[config.mk]
export PLATFORM = sky130hd
export DESIGN_NAME = mc_controller_flat
export DESIGN_NICKNAME = d
export VERILOG_FILES = /design/src/rtl/mc_controller_if.sv /design/src/rtl/mc_controller.sv /design/src/flat_wrapper.sv
export SDC_FILE = /design/constraint.sdc
export NUM_CORES = 1
export LEC_CHECK = 0
export CORE_MARGIN = 4
export CORE_UTILIZATION = 43
export DETAILED_ROUTE_END_ITERATION = 12
export DONT_BUFFER_PORTS = 1
export PLACE_DENSITY = 0.67
export SETUP_SLACK_MARGIN = 0.2
export SLEW_MARGIN = 25
export SYNTH_ARGS = -nofsm -noshare
export SYNTH_HDL_FRONTEND = slang
export SYNTH_SLANG_ARGS = --single-unit
[constraint.sdc]
create_clock -name Clk -period 3.35 [get_ports Clk]
set_input_delay 0.67 -clock Clk [delete_from_list [all_inputs] [get_ports Clk]]
set_output_delay 0.67 -clock Clk [all_outputs]
set_load 0.01 [all_outputs]
[src/rtl/mc_controller_if.sv]
// Control bundle between the multicycle controller and the datapath.
// The master side drives the strobes and mux selects. The slave side supplies the latched instruction word.
interface mc_controller_if;
    logic [31:0] Instr;
    logic        IRWrite;
    logic        PCWrite;
    logic [1:0]  RegDst;
    logic        ALUSrc;
    logic [1:0]  DataSrc;
    logic        RegWrite;
    logic        MemWrite;
    logic [1:0]  NPC_Sel;
    logic [1:0]  ExtOp;
    logic [2:0]  ALUOp;
    logic [2:0]  State;
    logic        Illegal;

    modport master (
        input  Instr,
        output IRWrite, PCWrite, RegDst, ALUSrc, DataSrc, RegWrite, MemWrite,
               NPC_Sel, ExtOp, ALUOp, State, Illegal
    );

    modport slave (
        output Instr,
        input  IRWrite, PCWrite, RegDst, ALUSrc, DataSrc, RegWrite, MemWrite,
               NPC_Sel, ExtOp, ALUOp, State, Illegal
    );
endinterface

[src/rtl/mc_controller.sv]
// Multicycle control FSM for the datapath. It sequences each instruction through FETCH/DECODE/EXEC/MEM/WB.
// Strobes are single-cycle pulses decoded from the state and the instruction class.
module mc_controller #(
    parameter int MEM_LAT = 1
) (
    input  logic           Clk,
    input  logic           Reset,
    mc_controller_if.master io_bus
);
    localparam int            CW       = (MEM_LAT > 1) ? $clog2(MEM_LAT) : 1;
    localparam logic [CW-1:0] CNT_LAST = CW'(MEM_LAT - 1);

    localparam logic [5:0] OP_RTYPE = 6'b000000;
    localparam logic [5:0] OP_ORI   = 6'b001101;
    localparam logic [5:0] OP_LUI   = 6'b001111;
    localparam logic [5:0] OP_LW    = 6'b100011;
    localparam logic [5:0] OP_SW    = 6'b101011;
    localparam logic [5:0] OP_BEQ   = 6'b000100;
    localparam logic [5:0] OP_J     = 6'b000010;
    localparam logic [5:0] OP_JAL   = 6'b000011;
    localparam logic [5:0] FN_ADDU  = 6'b100001;
    localparam logic [5:0] FN_SUBU  = 6'b100011;
    localparam logic [5:0] FN_JR    = 6'b001000;
    localparam logic [5:0] FN_SLL   = 6'b000000;

    typedef enum logic [2:0] {
        FETCH  = 3'd0,
        DECODE = 3'd1,
        EXEC   = 3'd2,
        MEM    = 3'd3,
        WB     = 3'd4
    } state_t;

    typedef enum logic [3:0] {
        OC_NOP, OC_ADDU, OC_SUBU, OC_JR, OC_ORI, OC_LUI,
        OC_LW, OC_SW, OC_BEQ, OC_J, OC_JAL, OC_ILLEGAL
    } opclass_t;

    state_t        r_state;
    opclass_t      r_opclass;
    logic [CW-1:0] r_cnt;

    opclass_t      w_dec;
    opclass_t      w_sel_cls;
    logic          w_dec_short;
    logic          w_mem_last;

    logic          w_irwrite, w_pcwrite, w_regwrite, w_memwrite, w_illegal;
    logic          w_alusrc;
    logic [1:0]    w_regdst, w_datasrc, w_npc_sel, w_extop;
    logic [2:0]    w_aluop;

    always_comb begin
        // NOTE: every signal written here gets a default first, so no latch is inferred on any path.
        w_dec = OC_ILLEGAL;
        case (io_bus.Instr[31:26])
            OP_RTYPE: begin
                case (io_bus.Instr[5:0])
                    FN_ADDU: w_dec = OC_ADDU;
                    FN_SUBU: w_dec = OC_SUBU;
                    FN_JR:   w_dec = OC_JR;
                    FN_SLL:  w_dec = (io_bus.Instr[10:6] == 5'd0) ? OC_NOP : OC_ILLEGAL;
                    default: w_dec = OC_ILLEGAL;
                endcase
            end
            OP_ORI:  w_dec = OC_ORI;
            OP_LUI:  w_dec = OC_LUI;
            OP_LW:   w_dec = OC_LW;
            OP_SW:   w_dec = OC_SW;
            OP_BEQ:  w_dec = OC_BEQ;
            OP_J:    w_dec = OC_J;
            OP_JAL:  w_dec = OC_JAL;
            default: w_dec = OC_ILLEGAL;
        endcase
    end

    // These classes finish in DECODE and never reach EXEC.
    assign w_dec_short = (w_dec == OC_J)   || (w_dec == OC_JAL) || (w_dec == OC_JR) ||
                         (w_dec == OC_NOP) || (w_dec == OC_ILLEGAL);
    assign w_mem_last  = (r_state == MEM) && (r_cnt == CNT_LAST);

    always_ff @(posedge Clk) begin
        // NOTE: non-blocking assignments only, so every register samples the values from before the edge.
        if (!Reset) begin
            r_state   <= FETCH;
            r_opclass <= OC_NOP;
            r_cnt     <= '0;
        end else begin
            case (r_state)
                FETCH:  r_state <= DECODE;
                DECODE: begin
                    r_opclass <= w_dec;
                    r_state   <= w_dec_short ? FETCH : EXEC;
                end
                EXEC: begin
                    case (r_opclass)
                        OC_ADDU, OC_SUBU, OC_ORI, OC_LUI: r_state <= WB;
                        OC_LW, OC_SW: begin
                            r_state <= MEM;
                            r_cnt   <= '0;
                        end
                        default: r_state <= FETCH;
                    endcase
                end
                MEM: begin
                    if (w_mem_last) begin
                        r_state <= (r_opclass == OC_LW) ? WB : FETCH;
                    end else begin
                        r_cnt <= r_cnt + 1'b1;
                    end
                end
                default: r_state <= FETCH;
            endcase
        end
    end

    // Selects come from the registered class in EXEC..WB. In DECODE they come from the live decode, and only for jumps.
    always_comb begin
        w_sel_cls = OC_NOP;
        case (r_state)
            DECODE:        w_sel_cls = (w_dec == OC_J || w_dec == OC_JAL || w_dec == OC_JR) ? w_dec : OC_NOP;
            EXEC, MEM, WB: w_sel_cls = r_opclass;
            default:       w_sel_cls = OC_NOP;
        endcase
    end

    always_comb begin
        w_irwrite  = 1'b0;
        w_pcwrite  = 1'b0;
        w_regwrite = 1'b0;
        w_memwrite = 1'b0;
        w_illegal  = 1'b0;
        w_regdst   = 2'b00;
        w_alusrc   = 1'b0;
        w_datasrc  = 2'b00;
        w_npc_sel  = 2'b00;
        w_extop    = 2'b00;
        w_aluop    = 3'b000;
        if (Reset) begin
            case (r_state)
                FETCH:  w_irwrite = 1'b1;
                DECODE: begin
                    w_pcwrite  = w_dec_short;
                    w_regwrite = (w_dec == OC_JAL);
                    w_illegal  = (w_dec == OC_ILLEGAL);
                end
                EXEC:   w_pcwrite = (r_opclass == OC_BEQ);
                MEM: begin
                    w_memwrite = w_mem_last && (r_opclass == OC_SW);
                    w_pcwrite  = w_mem_last && (r_opclass == OC_SW);
                end
                WB: begin
                    w_regwrite = 1'b1;
                    w_pcwrite  = 1'b1;
                end
                default: ;
            endcase

            case (w_sel_cls)
                OC_ADDU: w_regdst = 2'b01;
                OC_SUBU: begin
                    w_regdst = 2'b01;
                    w_aluop  = 3'b001;
                end
                OC_ORI: begin
                    w_alusrc = 1'b1;
                    w_aluop  = 3'b010;
                end
                OC_LUI: begin
                    w_alusrc = 1'b1;
                    w_extop  = 2'b10;
                    w_aluop  = 3'b010;
                end
                OC_LW: begin
                    w_alusrc  = 1'b1;
                    w_extop   = 2'b01;
                    w_datasrc = 2'b01;
                end
                OC_SW: begin
                    w_alusrc = 1'b1;
                    w_extop  = 2'b01;
                end
                OC_BEQ: begin
                    w_aluop   = 3'b001;
                    w_npc_sel = 2'b01;
                end
                OC_J:    w_npc_sel = 2'b10;
                OC_JAL: begin
                    w_npc_sel = 2'b10;
                    w_regdst  = 2'b10;
                    w_datasrc = 2'b10;
                end
                OC_JR:   w_npc_sel = 2'b11;
                default: ;
            endcase
        end
    end

    assign io_bus.IRWrite  = w_irwrite;
    assign io_bus.PCWrite  = w_pcwrite;
    assign io_bus.RegWrite = w_regwrite;
    assign io_bus.MemWrite = w_memwrite;
    assign io_bus.Illegal  = w_illegal;
    assign io_bus.RegDst   = w_regdst;
    assign io_bus.ALUSrc   = w_alusrc;
    assign io_bus.DataSrc  = w_datasrc;
    assign io_bus.NPC_Sel  = w_npc_sel;
    assign io_bus.ExtOp    = w_extop;
    assign io_bus.ALUOp    = w_aluop;
    assign io_bus.State    = r_state;
endmodule
[src/flat_wrapper.sv]
// flat-port wrapper written by rule: the top's interface ports become plain ports
module mc_controller_flat 
#(
    parameter int MEM_LAT = 1
)
  (Clk, Reset, io_bus_Instr, io_bus_IRWrite, io_bus_PCWrite, io_bus_RegDst, io_bus_ALUSrc, io_bus_DataSrc, io_bus_RegWrite, io_bus_MemWrite, io_bus_NPC_Sel, io_bus_ExtOp, io_bus_ALUOp, io_bus_State, io_bus_Illegal);
  mc_controller_if io_bus_i ();
  input  logic Clk;
  input  logic Reset;
  input wire logic [$bits(io_bus_i.Instr)-1:0] io_bus_Instr;
  output wire logic [$bits(io_bus_i.IRWrite)-1:0] io_bus_IRWrite;
  output wire logic [$bits(io_bus_i.PCWrite)-1:0] io_bus_PCWrite;
  output wire logic [$bits(io_bus_i.RegDst)-1:0] io_bus_RegDst;
  output wire logic [$bits(io_bus_i.ALUSrc)-1:0] io_bus_ALUSrc;
  output wire logic [$bits(io_bus_i.DataSrc)-1:0] io_bus_DataSrc;
  output wire logic [$bits(io_bus_i.RegWrite)-1:0] io_bus_RegWrite;
  output wire logic [$bits(io_bus_i.MemWrite)-1:0] io_bus_MemWrite;
  output wire logic [$bits(io_bus_i.NPC_Sel)-1:0] io_bus_NPC_Sel;
  output wire logic [$bits(io_bus_i.ExtOp)-1:0] io_bus_ExtOp;
  output wire logic [$bits(io_bus_i.ALUOp)-1:0] io_bus_ALUOp;
  output wire logic [$bits(io_bus_i.State)-1:0] io_bus_State;
  output wire logic [$bits(io_bus_i.Illegal)-1:0] io_bus_Illegal;
  assign io_bus_i.Instr = io_bus_Instr;
  assign io_bus_IRWrite = io_bus_i.IRWrite;
  assign io_bus_PCWrite = io_bus_i.PCWrite;
  assign io_bus_RegDst = io_bus_i.RegDst;
  assign io_bus_ALUSrc = io_bus_i.ALUSrc;
  assign io_bus_DataSrc = io_bus_i.DataSrc;
  assign io_bus_RegWrite = io_bus_i.RegWrite;
  assign io_bus_MemWrite = io_bus_i.MemWrite;
  assign io_bus_NPC_Sel = io_bus_i.NPC_Sel;
  assign io_bus_ExtOp = io_bus_i.ExtOp;
  assign io_bus_ALUOp = io_bus_i.ALUOp;
  assign io_bus_State = io_bus_i.State;
  assign io_bus_Illegal = io_bus_i.Illegal;
  mc_controller #(.MEM_LAT(MEM_LAT)) u_core (.Clk(Clk), .Reset(Reset), .io_bus(io_bus_i));
endmodule
* Yosys cells after proc, flatten, opt, wreduce, memory -nomap -nowiden
Index checks and enable logic that the tools add are counted.
Storage, ports and cells: flip-flop bits (word level) 8, word-level logic and storage cells 100
Cells by class: $add $sub $neg 1, equal/unequal tests 38, mux-type cells 35, bitwise logic cells 1, reductions and logical operators 22
Operator list (count):
- $eq A4 B3 Y1 const B | 8
- $pmux W4 S8 | 1
- $eq A4 B4 Y1 const B | 7
- $eq A6 B6 Y1 const B | 4
- $eq A6 B4 Y1 const B | 3
- $eq A4 B2 Y1 const B | 4
- $pmux W2 S2 | 4
- $pmux W4 S4 | 1
- $eq A6 B2 Y1 const B | 2
- $logic_not A6 Y1 | 2
- $mux W1 | 12
- $pmux W3 S4 | 1
- $reduce_or A2 Y1 | 6
- $mux W2 | 5
- $mux W3 | 3
- $eq A4 B1 Y1 const B | 2
- $mux W4 | 2
- $pmux W4 S2 | 1
- $reduce_or A4 Y1 | 2
- $eq A3 B2 Y1 const B | 2
- $eq A6 B3 Y1 const B | 1
- $pmux W2 S3 | 1
- $pmux W3 S2 | 1
- $logic_not A5 Y1 | 1
- 15 further kinds | 21

* Depth between registers and ports, before layout
Gate-level depths: netlist of the first run.
word-level depth 13, depth in mapped cells 8

* Worst setup path before layout of the first run
Ideal clock, no wire load.
path type input -> output, from input io_bus_Instr[6], to output io_bus_ExtOp[1], arrival time 2683 ps, data required time 2680 ps, setup slack -3 ps, stages 7, cells stage by stage or4_4 -> or4_4 -> and3_4 -> o21ba_1 -> o211ai_2 -> and2_1 -> and2b_1
Between the ends: longest elaborated chain between the ends 13, elaborated cells on any way between the ends 17
Ends and longest elaborated chain:
- start, declared | RTL line flat_wrapper.sv:10 | input wire logic [$bits(io_bus_i.Instr)-1:0] io_bus_Instr;
- $logic_not A5 Y1 (*) | RTL line mc_controller.sv:62 | FN_SLL: w_dec = (io_bus.Instr[10:6] == 5'd0) ? OC_NOP : OC_ILLEGAL;
- $mux W4 (*) | RTL line mc_controller.sv:62
- $pmux W4 S4 (*) | RTL line mc_controller.sv:58 | case (io_bus.Instr[5:0])
- $pmux W4 S8 (*) | RTL line mc_controller.sv:56 | case (io_bus.Instr[31:26])
- $eq A4 B4 Y1 | RTL line mc_controller.sv:121 | DECODE: w_sel_cls = (w_dec == OC_J || w_dec == OC_JAL || w_dec == OC_JR) ? w_dec : OC_NOP;
- $logic_or A1 B1 Y1 (2 in series) | RTL line mc_controller.sv:121
- $mux W4 (*) | RTL line mc_controller.sv:121
- $pmux W4 S2 (*) | RTL line mc_controller.sv:120 | case (r_state)
- $eq A4 B3 Y1 | RTL line mc_controller.sv:159 | case (w_sel_cls)
- $reduce_or A2 Y1 (no source line)
- $pmux W2 S2 (*) | RTL line mc_controller.sv:159
- $mux W2 (*) | RTL line mc_controller.sv:139 | if (Reset) begin
- end, declared | RTL line flat_wrapper.sv:19 | output wire logic [$bits(io_bus_i.ExtOp)-1:0] io_bus_ExtOp;
Mark *: on every way between the ends. The rest lies on a longest branch, timed or not.

* Final worst setup path of the first run
Same ends and word-level chain as after synthesis.

==> key figures, run 1 <==
Outcome
  • Status: finished, violations left
  • Failing checks: setup timing

Setup path
  • Critical Path Max Stage Delay: 0.53 ns
  • CP endpoint kind: primary output
  • Crit-path cells: or4_4, or4_4, and3_4, o21ba_4, o211ai_4, and2_4, and2b_2
  • RR Startpoint: u_core.io_bus.State[1]
  • RR Endpoint: u_core.r_opclass[1]
  • Critical path's most frequent cell: or4_4
  • Slowest CP cell: or4_4
  • Arrival time worst endpoint: 2.72 ns
  • Startpoint types: primary input
  • Worst reg2reg setup slack: 1.87 ns
  • Critical Path RT: 2.68 ns
  • Max FO, Critical Path: 5
  • Kind of critical path: in -> out
  • CP Buf/Inv Count: 0
  • Reg2reg path depth: 5
  • CP delay by family, top: simple AND/OR/NAND/NOR gates

Yosys
  • Cells after Synth: 144
  • Seq cells post-synth: 8
  • Sequential fraction of the synthesis area: 16.7%
  • EDFF count, synth: 0
  • Synth cell types: 41
  • Synth Cell Area: 960 µm²
  • Most common flop cell mapped by yosys: dfxtp_1
  • Syn nets: 178
  • Asr flop ratio synth: 0%
  • Syn_area_per_cell: 6.66 µm²
  • Yosys warns: 0

Die
  • Io pins: 54
  • Row count: 16
  • Die ar.: 3050 µm²
  • Starting density of the core: 47.0%
  • DIE HEIGHT: 55.2 µm
  • Std-Cell Core Area: 2040 µm²
  • Die X: 55.2 µm

STA
  • Setup TNS: -0.0499 ns
  • Post-route setup slack: -0.0362 ns
  • Unrepaired setup endpoints after global routing: yes
  • Post-route clock period utilization: 101%
  • Max-slew violation count: 0
  • Worst slew pin tran: 0.588 ns
  • Hold WS: 0.469 ns
  • F_max: 295 MHz
  • Fin crit period: 3.39 ns
  • Worst rel slew slack: 60.4%
  • Final clock skew: 0.00985 ns
  • Fin. Hold Viols: 0
  • Setup Viol. Count Final: 3

Route
  • Wire length per cell: 14.8 µm
  • DRT Pass-1 Iters: 4
  • WL final: 2.75 mm
  • Vias/cell: 5.96
  • Initial DRC count: 29
  • Remaining DRCs: 0
  • Via count: 1109
  • ANT nets after route: 0

Clock network
  • Max Root-Sink Buffers: 2
  • Clock transition at the registers of the reported paths: 0.06 ns
  • H-tree depth: 1
  • CTS tree: yes
  • # clock sinks: 8
  • Root buf cell: clkbuf_4
  • Total CTS buffers: 3
  • Worst skew pair latency: 0.25 ns
  • Cts hold-fix bufs: 0

GRT
  • Global-route wire length before repair: 4.77 mm
  • Vias in the first global route: 1092
  • GR Overflow Total: 0
  • Largest net degree at the start of global routing: 12
  • Total track usage: 18.2%
  • Initial antenna violation count: 0

Final layout
  • Share of layout cells above drive strength 1: 27.7%
  • Antenna Cells: 0
  • Most frequent cells in the layout: nand2_1, buf_4, dfxtp_1
  • Fill cell count: 182
  • Commonest non-fill, non-tap cell in the layout: nand2_1
  • Area grow syn2layout: 29.9%
  • Post-Layout Cell Count: 186
  • NumNets Final: 195

Pwr
  • LEAKAGE: 0.482 nW
  • Power Density: 206 nW/µm²
  • Max IR drop VDD: 149 µV

Min path
  • Hold crit path type: reg -> reg
  • Worst Hold Depth: 2
  • Worst hold start: u_core.r_cnt
  • Hold path endpoint: u_core.r_cnt

Placed design
  • GPL Wtd Cong: 0.822
  • Port buffer count: 0
  • HPWL after DPL: 2.14 mm
  • Placed Cells: 179

Run
  • Max-cap check violation count: 0
## metal layers
metal / GRT usage (%) / wire length [µm] / vias to the layer above
met3: 3.26 / 146 / 4
met5: 0 / 0 / -
met1: 20.6 / 1120 / 509
met4: 5.21 / 32 / 0
met2: 34.1 / 1450 / 33
li1: - / - / 563
## cell type report
type / count / area [µm²] / area share, %
inverters: 6 / 22.5 / 1.81
repair buffers: 16 / 131 / 10.5
multi-input cells: 126 / 876 / 70.3
clock buffers: 3 / 22.5 / 1.81
flip-flops and latches: 8 / 160 / 12.9
well taps: 27 / 33.8 / 2.71
## Yosys cell counts, drive strengths merged, types with 2 or more instances
cell type	n	share of area [%]
and2	3	2.0
nor2b	8	5.2
a31oi	2	1.3
or3	6	3.9
nor2	10	3.9
and3	4	3.1
inv	6	2.3
o21ai	7	3.7
o31ai	4	3.1
a211oi	3	2.3
a21o	2	1.6
a221oi	2	1.8
nand3	8	4.2
nand2b	3	2.0
nor3	5	3.1
clkbuf	3	1.2
dfxtp	8	17
or4	2	2.3
nor4	5	3.9
nor4b	2	1.8
nand2	24	9.4
xnor2	2	1.8
and3b	2	1.8
o211ai	3	3.4
a21oi	9	4.7
## cells by family (layout without fill, tap and decap cells)
family          Yosys count  after routing  synth area share [%]
simple gates             86             86                  49.7
other cells               1              1                 0.391
buf+inv                  10             25                  4.30
compound gates           37             37                  27.1
xor+xnor                  2              2                  1.83
flops                     8              8                  16.7
## worst register-to-register path: stages, from the launching register on
cell      delay (ns)
dfxtp_1         0.39
nor2b_1         0.25
nor2b_1         0.26
buf_4           0.18
nor2_1          0.04
a211oi_1        0.25
## registers in the layout, indices dropped and copies added (netlist names)
name,flops
u_core.r_opclass,4
u_core.io_bus.State,3
u_core.r_cnt,1
## worst max path at each step
stage | start | endpoint | slack [ns] | cells past startpoint
2_1_floorplan | io_bus_Instr[6] | io_bus_ExtOp[1] | 0.05 | 7
3_3_place_gp | io_bus_Instr[6] | io_bus_PCWrite | -0.01 | 8
3_5_place_dp | io_bus_Instr[6] | io_bus_ExtOp[1] | -0.02 | 7
4_1_cts | io_bus_Instr[6] | io_bus_ExtOp[1] | 0.002 | 7
5_1_grt | io_bus_Instr[6] | io_bus_PCWrite | -0.08 | 8
6_report | io_bus_Instr[6] | io_bus_ExtOp[1] | -0.04 | 7
## timing repair
item	CTS	global route
endpoints found under the setup margin	13	13
pin swaps	7	4
gates cloned	0	0
resized for setup	16	6
endpoints found under the hold margin	0	0
buffers inserted	3	1
## per-stage QoR
step / power, W / worst slack, ns / instance area [µm²] / util (%)
after floorplan: 0.000159 / 0.0512 / 978 / -
after global placement: 0.000174 / -0.0103 / 1080 / 53.1
after detailed placement: 0.000176 / -0.0212 / 1080 / 53.1
after CTS: 0.000255 / 0.00168 / 1210 / 59.2
after global routing: 0.000272 / -0.0788 / 1250 / 61.0
final: 0.000256 / -0.0362 / 1250 / 61.0
## power breakdown
group | switching (W) | internal, W
sequential | 0.00000764 | 0.000100
clock | 0.0000343 | 0.0000411
combinational | 0.0000421 | 0.0000311
total | 0.0000841 | 0.000172
Note: power is estimated with default switching activity, not from simulation.
==> run 2: changes to the inputs <==
--- a/config.mk
+++ b/config.mk
@@ -10,5 +10,5 @@
 export DETAILED_ROUTE_END_ITERATION = 12
 export DONT_BUFFER_PORTS = 1
-export PLACE_DENSITY = 0.67
+export PLACE_DENSITY_LB_ADDON = 0.3
 export SETUP_SLACK_MARGIN = 0.2
 export SLEW_MARGIN = 25
==> constraint.sdc (replaced) <==
create_clock -name Clk -period 3.35 [get_ports Clk]
set_input_delay 0.67 -clock Clk [delete_from_list [all_inputs] [get_ports Clk]]
set_output_delay 0.67 -clock Clk [all_outputs]
set_load 0.005 [all_outputs]
==> run 2 against run 1 <==
Effect of this change: the run still ends with setup timing left; fmax rose by 0.22%; non-clock buffer count down 8; critical path depth is 1 higher; register-to-register slack better by 0.06 ns; die area is the same; critical path type unchanged; largest power group unchanged.
==> key figures, run 2 (synthesis gave the netlist of run 1 again) <==
Placed design
  • GPL Wtd Cong: 0.867 (+5.4%)
  • Port buffer count: 0 (unchanged)
  • HPWL after DPL: 2.11 mm (-1.3%)
  • Placed Cells: 172 (-3.9%)

Die
  • DIE HEIGHT: 55.2 µm (unchanged)
  • Row count: 16 (unchanged)
  • Die ar.: 3050 µm² (unchanged)
  • Io pins: 54 (unchanged)
  • Die X: 55.2 µm (unchanged)
  • Std-Cell Core Area: 2040 µm² (unchanged)
  • Starting density of the core: 47.0% (unchanged)

STA
  • Fin crit period: 3.38 ns (-0.00743 ns)
  • F_max: 296 MHz (+0.22%)
  • Fin. Hold Viols: 0 (unchanged)
  • Setup Viol. Count Final: 1 (-2)
  • Max-slew violation count: 0 (unchanged)
  • Post-route clock period utilization: 101% (-0.22 points)
  • Worst rel slew slack: 62.1% (+1.7 points)
  • Unrepaired setup endpoints after global routing: yes
  • Setup TNS: -0.0288 ns (+0.0211 ns)
  • Worst slew pin tran: 0.559 ns (-0.0289 ns)
  • Post-route setup slack: -0.0288 ns (+0.00743 ns)
  • Final clock skew: 0.00114 ns (-0.00871 ns)

Pwr
  • LEAKAGE: 0.437 nW (-9.4%)
  • Design Power: 0.000253 W (-1.3%)
  • Max IR drop VDD: 160 µV (+7.7%)
  • Power Density: 224 nW/µm² (+8.6%)

Route
  • WL met1: 1.03 mm (-8.1%)
  • Via count: 1116 (+0.63%)
  • Remaining DRCs: 0 (unchanged)
  • Metal2 WL: 1.54 mm (+6.2%)
  • ANT nets after route: 0 (unchanged)
  • WL final: 2.80 mm (+1.7%)
  • Initial DRC count: 44 (+52%)
  • Top sig layer: met4
  • Met3 WL: 154 µm (+5.5%)
  • Wire length per cell: 15.7 µm (+6.2%)
  • DRT Pass-1 Iters: 4 (unchanged)
  • Vias/cell: 6.27 (+5.2%)

Clock network
  • CTS tree: yes
  • Clock transition at the registers of the reported paths: 0.05 ns (about the same)
  • Root buf cell: clkbuf_4
  • # clock sinks: 8 (unchanged)
  • H-tree depth: 1 (unchanged)
  • Cts hold-fix bufs: 0 (unchanged)
  • Total CTS buffers: 3 (unchanged)
  • Worst skew pair latency: 0.26 ns (about the same)
  • Max Root-Sink Buffers: 2 (unchanged)

Final layout
  • Share of layout cells above drive strength 1: 18.5% (-9.1 points)
  • Antenna Cells: 0 (unchanged)
  • Commonest non-fill, non-tap cell in the layout: nand2_1
  • Area grow syn2layout: 18.0%
  • Most frequent cells in the layout: nand2_1, nor2_1
  • Max reg flops: 4 (unchanged)
  • NumNets Final: 187 (-4.1%)
  • Top reg by flops: u_core.r_opclass
  • Fill cell count: 201 (+10%)
  • Post-Layout Cell Count: 178 (-4.3%)

GRT
  • GR Overflow Total: 0 (unchanged)
  • Total track usage: 17.3% (-0.87 points)
  • Largest net degree at the start of global routing: 12 (unchanged)
  • Initial antenna violation count: 0 (unchanged)
  • Global-route wire length before repair: 4.40 mm (-7.8%)
  • Vias in the first global route: 1055 (-3.4%)

Min path
  • Worst Hold Depth: 2 (unchanged)
  • Hold crit path type: reg -> reg

Setup path
  • Worst reg2reg setup slack: 1.93 ns (+0.06 ns)
  • Critical Path RT: 2.68 ns (about the same)
  • Reg2reg path depth: 5 (unchanged)
  • Arrival time worst endpoint: 2.71 ns (about the same)
  • Max FO, Critical Path: 5 (unchanged)
  • Startpoint types: primary input
  • Kind of critical path: in -> out
  • CP endpoint kind: primary output

Outcome
  • Status: finished, violations left
  • Failing checks: setup timing

Run
  • Max-cap check violation count: 0 (unchanged)
==> run 2: final timing paths <==
check | from | to
max reg2reg | u_core.io_bus.State[1] | u_core.io_bus.State[1]
min | u_core.r_cnt | u_core.r_cnt
max | io_bus_Instr[6] | io_bus_RegDst[0]
min reg2reg | u_core.r_cnt | u_core.r_cnt
==> run 2: critical path: stages <==
cell	delay, ns
or4_4	0.52
or4_4	0.53
and3_4	0.19
o21ba_4	0.22
o211ai_4	0.20
buf_4	0.16
xnor2_2	0.06
nor3_2	0.14
==> run 2: area by class of cell <==
class / instances / area (µm²) / area share [%]
clock buffer: 3 / 22.5 / 1.99
inverter: 6 / 22.5 / 1.99
multi-input combinational: 126 / 833 / 73.6
sequential: 8 / 160 / 14.1
tap: 27 / 33.8 / 2.98
timing repair buffer: 8 / 60.1 / 5.30
==> run 2: power by group <==
part | switching [W] | total [W] | internal (W)
logic | 0.0000394 | 0.0000678 | 0.0000285
registers | 0.00000783 | 0.000108 | 0.000100
clock network | 0.0000360 | 0.0000773 | 0.0000412
total | 0.0000832 | 0.000253 | 0.000170
==> run 2: repair_timing <==
item                       in CTS  in global routing
gates resized for setup         6                  2
setup endpoints to repair      10                 13
setup buffers                   1                  2
pin swaps                       4                  3
==> run 2: per-stage QoR <==
stage	hold WS, ns	instance area [µm²]	setup slack [ns]	util, %
6_report	0.482	1130	-0.0288	55.5
5_1_grt	0.526	1130	-0.0841	55.5
4_1_cts	0.486	1100	0.0164	53.9
3_5_place_dp	0.477	1030	-0.00910	50.4
3_3_place_gp	0.451	1030	0.0213	50.4
2_1_floorplan	0.438	977	0.0996	-
==> run 2: per-layer routing <==
layer,vias to the layer above,track usage [%]
met1,517,15.7
met2,39,34.3
li1,547,-
met4,0,7.99
met5,-,0
met3,13,5.13
